**config.mk**
```make
export PLATFORM = sky130hd
export DESIGN_NAME = bin_256_cnt_free_run
export DESIGN_NICKNAME = d
export VERILOG_FILES = /design/src/rtl/cnt_pkg.sv /design/src/rtl/mod_n_tc.sv /design/src/rtl/bin_256_cnt_free_run.sv
export SDC_FILE = /design/constraint.sdc
export NUM_CORES = 1
export LEC_CHECK = 0
export BUFFER_PORTS_ARGS = -buffer_cell sky130_fd_sc_hd__buf_4
export CAP_MARGIN = 25
export CORE_MARGIN = 2
export CORE_UTILIZATION = 44
export CTS_BUF_LIST = sky130_fd_sc_hd__clkbuf_8 sky130_fd_sc_hd__clkbuf_16
export DETAILED_ROUTE_END_ITERATION = 10
export PLACE_DENSITY = 0.72
export SLEW_MARGIN = 30
export SYNTH_ARGS = -nofsm -noshare
export SYNTH_HDL_FRONTEND = slang
export SYNTH_SLANG_ARGS = --single-unit
```
**constraint.sdc**
```tcl
create_clock -name clk -period 2.2 [get_ports clk]
set_input_delay 0.11 -clock clk [delete_from_list [all_inputs] [get_ports clk]]
set_output_delay 0.11 -clock clk [all_outputs]
set_load 0.02 [all_outputs]
```
**src/rtl/cnt_pkg.sv**
```systemverilog
// Shared constants for the modulo-N free-running counter.
// CNT_W is the reference counter width; CNT_ZERO is the reset/wrap value.
package cnt_pkg;

   localparam int CNT_W = 8;

   typedef logic [CNT_W-1:0] cnt_t;

   localparam cnt_t CNT_ZERO = '0;

endpackage : cnt_pkg

```
**src/rtl/mod_n_tc.sv**
```systemverilog
// Terminal-count compare for a modulo-N counter: tc = (cnt >= N-1).
// A modulus input of 0 selects N = 2**WIDTH (full-range free run).
module mod_n_tc
   import cnt_pkg::*;
#(
   parameter int WIDTH = CNT_W
) (
   input  logic [WIDTH-1:0] cnt,
   input  logic [WIDTH-1:0] n_mod,
   output logic             tc
);

   logic [WIDTH:0] n_eff;
   logic [WIDTH:0] cnt_plus_one;

   // One extra bit holds N = 2**WIDTH, and comparing cnt+1 >= N avoids the N-1 underflow.
   always_comb begin
      n_eff = {1'b0, n_mod};
      if (n_mod == '0) begin
         n_eff = {1'b1, {WIDTH{1'b0}}};
      end
      cnt_plus_one = {1'b0, cnt} + {{WIDTH{1'b0}}, 1'b1};
      tc           = (cnt_plus_one >= n_eff);
   end

endmodule : mod_n_tc

```
**src/rtl/bin_256_cnt_free_run.sv**
```systemverilog
// Free-running modulo-N up counter with asynchronous active-low reset.
// n_conut is used live each edge; q comes straight from the count register.
module bin_256_cnt_free_run
   import cnt_pkg::*;
#(
   parameter int WIDTH = CNT_W
) (
   input  logic             clk,
   input  logic             reset,
   input  logic [WIDTH-1:0] n_conut,
   output logic [WIDTH-1:0] q
);

   localparam logic [WIDTH-1:0] ONE = {{(WIDTH-1){1'b0}}, 1'b1};

   logic [WIDTH-1:0] q_q;
   logic [WIDTH-1:0] q_d;
   logic             tc;

   mod_n_tc #(
      .WIDTH (WIDTH)
   ) u_tc (
      .cnt   (q_q),
      .n_mod (n_conut),
      .tc    (tc)
   );

   // Any count at or beyond the terminal value wraps, so a shrinking modulus never overshoots.
   always_comb begin
      q_d = q_q + ONE;
      if (tc) begin
         q_d = WIDTH'(CNT_ZERO);
      end
   end

   always_ff @(posedge clk or negedge reset) begin
      if (!reset) begin
         q_q <= WIDTH'(CNT_ZERO);
      end else begin
         q_q <= q_d;
      end
   end

   assign q = q_q;

endmodule : bin_256_cnt_free_run

```
### Yosys cells after proc, flatten, opt, wreduce, memory -nomap -nowiden

Index checks and enable logic that the tools add are counted.

| cells by class | value |
|---|---|
| add/sub/neg operators | 2 |
| order comparisons | 1 |
| multiplexer cells | 2 |
| reduce and logical (&&, ||, !) cells | 1 |

Operator list:

| cell | count |
|---|---|
| $add 8x1->9 const B | 1 |
| $ge 9x9->1 | 1 |
| $mux 9 | 1 |
| $add 8x1->8 const B | 1 |
| $logic_not 8->1 | 1 |
| $mux 8 | 1 |

| storage, ports and cells | value |
|---|---|
| bits in registers | 8 |
| word-level logic and storage cells | 7 |

### Longest topological paths before layout

| logic depth | value |
|---|---|
| word-level depth | 4 |
| mapped depth | 9 |
| mapped depth without buffers | 9 |

### Modules after synthesis

From an unflattened synthesis, not the netlist that was laid out.

| second synthesis, totals | value |
|---|---|
| cells, all modules | 82 |
| area, all modules | 691.9 µm² |

Modules (own cells, without submodules):

| module | instances | cells each | area an instance (µm²) |
|---|---|---|---|
| bin_256_cnt_free_run | 1 | 34 | 352.8 |
| mod_n_tc | 1 | 48 | 339.1 |

### Least setup slack after synthesis

No wires, ideal clock.

| timing | value |
|---|---|
| path kind | register to register |
| start | register q_q[0] (netlist: q[0]) |
| end | register q_q[0] (netlist: q[0]) |
| setup time | 94 ps |
| data arrival time | 2065 ps |
| required time | 2106 ps |
| path slack | 41 ps |
| stages on the path, launching flop included | 8 |
| buffers on the path | 0 |
| clock period less this slack | 2159 ps |
| cell sequence | dfrtp_1 > ha_1 > xnor2_1 > inv_1 > ha_1 > a41o_1 > a211o_4 > a211oi_1 |

| on the way | value |
|---|---|
| cells in the longest elaborated chain, start to end | 3 |

RTL lines:

| item | line | source |
|---|---|---|
| from (decl) | bin_256_cnt_free_run.sv:16 | `logic [WIDTH-1:0] q_q;` |
| from (signal assigned) | bin_256_cnt_free_run.sv:38 | `q_q <= WIDTH'(CNT_ZERO);` |
| from (signal assigned) | bin_256_cnt_free_run.sv:40 | `q_q <= q_d;` |
| $add 8x1->9 | mod_n_tc.sv:22 | `cnt_plus_one = {1'b0, cnt} + {{WIDTH{1'b0}}, 1'b1};` |
| $ge 9x9->1 | mod_n_tc.sv:23 | `tc = (cnt_plus_one >= n_eff);` |
| $mux 8 * | bin_256_cnt_free_run.sv:31 | `if (tc) begin` |
| named net q_d[0] | bin_256_cnt_free_run.sv:17 | `logic [WIDTH-1:0] q_d;` |

Mark *: on every way through the listed nets, which the timed path passes. The rest lies on a longest branch.

### Worst setup path in the final report

| timing | value |
|---|---|
| start | register q_q[3] (netlist: q[3]) |
| end | register q_q[6] (netlist: q[6]) |

The elaborated chain is that of the path after synthesis.

==> flow_summary.toml <==
[run_status]
status = "complete, no violations"

[timing]
fmax_ghz = 0.4776
skew_ns = 0.002964
slew_headroom_pct = 73.31
tightestPinTransition_ns = 0.4002
period_needed_ns = 2.094
setup_viol = 0
drv_slew = 0
fin_crit_sh_pct = 95.17
hold_violations = 0
rsz0062_at_grt = "true"

[clock_network]
cts_max_path_buffers = 2
cts_tree = "built"
root_buffer = "clkbuf_8"
insertion_delay_ns = 0.23
htree_levels = 1
numClockSinks = 8
clk_transition_reported_paths_ns = 0.04
cts_buffers = 3

[die]
row_count = 13
pin_count = 18
die_h_um = 41.75
dieArea_um2 = 1743
start_util_pct = 47.58
core_area_um2 = 1318
die_w_um = 41.75

[finish]
drive_above_1_share_pct = 38.95
seq_area_um2 = 201.4
nFillCells = 112
largest_reg_flops = 8
antenna_cells = 0
stdcell_count = 110
area_growth_syn_to_layout_pct = 43.91
multi_input_area_um2 = 431.7
finalNetCount = 117

[yosys]
synth_nets = 91
syn_area_per_cell_um2 = 8.829
ys_seq_elements = 8
synth_top_area_share_pct = 31.94
netlist_area_um2 = 626.9
synthTopCellsByArea = "dfrtp_1 (32%), ha_1 (20%), xnor2_1 (8.4%)"
yosysWarnings = 0
post_synth_num_cell_types = 17
seq_area_frac_synth_pct = 31.94
yosysTopAreaCell = "dfrtp_1"
syn_inst = 71

[global_routing]
grt_overflow = 0
antenna_found_initial = 0
grt_usage_pct = 18.25
grt_first_pass_wirelength_um = 2387
grt_pass1_vias = 605
grt_start_max_net_pins = 9

[placement]
globalplace.congestion = 0.8281
hpwl_um = 1167
dp_cells = 106
io_buffers = 17

[routing]
dr.pass1.iters = 4
drt_wl_total_um = 1487
via_per_inst = 5.355
drc = 0
first_iter_violations = 11
antenna_left = 0
wl_per_cell_um = 13.52
vias = 589

[worst_setup_path]
crit_arrival_ns = 2.18
slowest_delay_ns = 0.42
cp_top_family = "simple AND/OR/NAND/NOR gates"
r2r_cells = 8
crit_required_ns = 2.29
crit_start = "q[3]"
rr_endpoint = "q[6]"
start_kind = "register"
r2r_start = "q[3]"
rrSetupSlack_ns = 0.11
crit_fanout = 6
crit_slowest_cell = "dfrtp_1"
crit_chain = "nand3_1 -> nor3_2 -> xnor2_1 -> inv_1 -> ha_1 -> nand2_1 -> o21ai_2 -> a211oi_2"
critPathKind = "reg -> reg"
critPathCaptureType = "register"
path_buf_inv = 1

[job]
cap_viol_max_count = 0

[pwr]
fin_total_pwr_uw = 1189
p_leak_uw = 0.0004708
pwr_density_cell_nw_per_um2 = 1318
ir_drop_mv = 1.038

[min_path]
hold_class = "in -> async"
worst max-delay path by stage:
stage	endpoint	slack, ns	cells past startpoint
5_1_grt	q[2]	-0.04	8
2_1_floorplan	q[0]	0.04	7
3_5_place_dp	q[7]	-0.02	7
6_report	q[6]	0.11	8
3_3_place_gp	q[7]	0.04	7
4_1_cts	q[5]	0.006	8
worst reg2reg max path: cells and delay by family (launching register included):
kind,cells,cell delay (ns)
AND/OR/NAND/NOR,3,0.49
AO/OA/AOI/OAI,2,0.47
adder cells (fa/ha/maj),1,0.28
buffers and inverters,1,0.08
XOR/XNOR,1,0.21
flip-flops,1,0.42
final cells by class:
class	count	share of cell area, %
Clock buffer	3	4.577
Tap cell	15	2.080
Inverter	13	5.409
Sequential cell	8	22.33
Timing Repair Buffer	21	17.75
Multi-Input combinational cell	50	47.85
layer usage:
layer  vias up  global-route usage, %  part of all wire (%)
met2        15                  30.00                    49
met4         0                  10.97                   2.8
li1        300                      -                     -
met5         -                      0                     0
met1       269                  20.97                    44
met3         5                  4.783                   4.5
synth_stat cells:
cell type / count
nor3_1: 1
dfrtp_1: 8
xnor2_1: 6
nor2_1: 4
and3_1: 1
a211oi_1: 6
ha_1: 10
nand3_1: 3
a41o_1: 1
o21ai_1: 1
a21oi_1: 5
a211o_4: 1
nand2b_1: 1
nand2_1: 6
inv_1: 13
o211ai_1: 2
nor4_1: 2
per-stage QoR:
stage	worst slack (ns)	utilization [%]	hold WS, ns	instance area [um^2]	TNS [ns]
2_1_floorplan	0.04060	-	-0.1856	626.9	0
3_3_place_gp	0.04292	60.40	-0.07010	795.8	0
3_5_place_dp	-0.02013	60.40	-0.07003	795.8	-0.02526
4_1_cts	0.006314	65.24	0.2343	859.6	0
5_1_grt	-0.03780	68.47	0.2644	902.1	-0.1694
6_report	0.1063	68.47	0.2365	902.1	0
layout by cell type, fill, tap and decap left out, drive strengths merged, types with 3 or more instances in the layout:
master  count
buf        20
inv        13
ha         10
dfrtp       8
nand2       6
xnor2       6
a211oi      6
a21oi       5
nor2        4
nand3       3
clkbuf      3
what timing repair did:
| item | CTS | global route |
|---|---|---|
| setup endpoints to repair | 5 | 6 |
| gates resized for setup | 2 | 11 |
| pin swaps | 1 | 0 |
| hold buffers | 1 | 0 |
| setup buffers | 0 | 0 |
| endpoints found under the hold margin | 8 | 0 |
cell families (layout without fill, tap and decap cells):
group	Yosys count	count (layout)	synth area share, %
simple gates	18	18	13.17
compound gates	16	16	18.76
buf+inv	13	37	7.785
fa+ha+maj	10	10	19.96
flops	8	8	31.94
xor+xnor	6	6	8.383
power breakdown:
part,internal (uW),switching [uW],total [uW]
logic,339,406,745
clock network,118,53.8,172
registers,209,64.0,273
total,665,524,1190
Note: power is estimated with default switching activity, not from simulation.
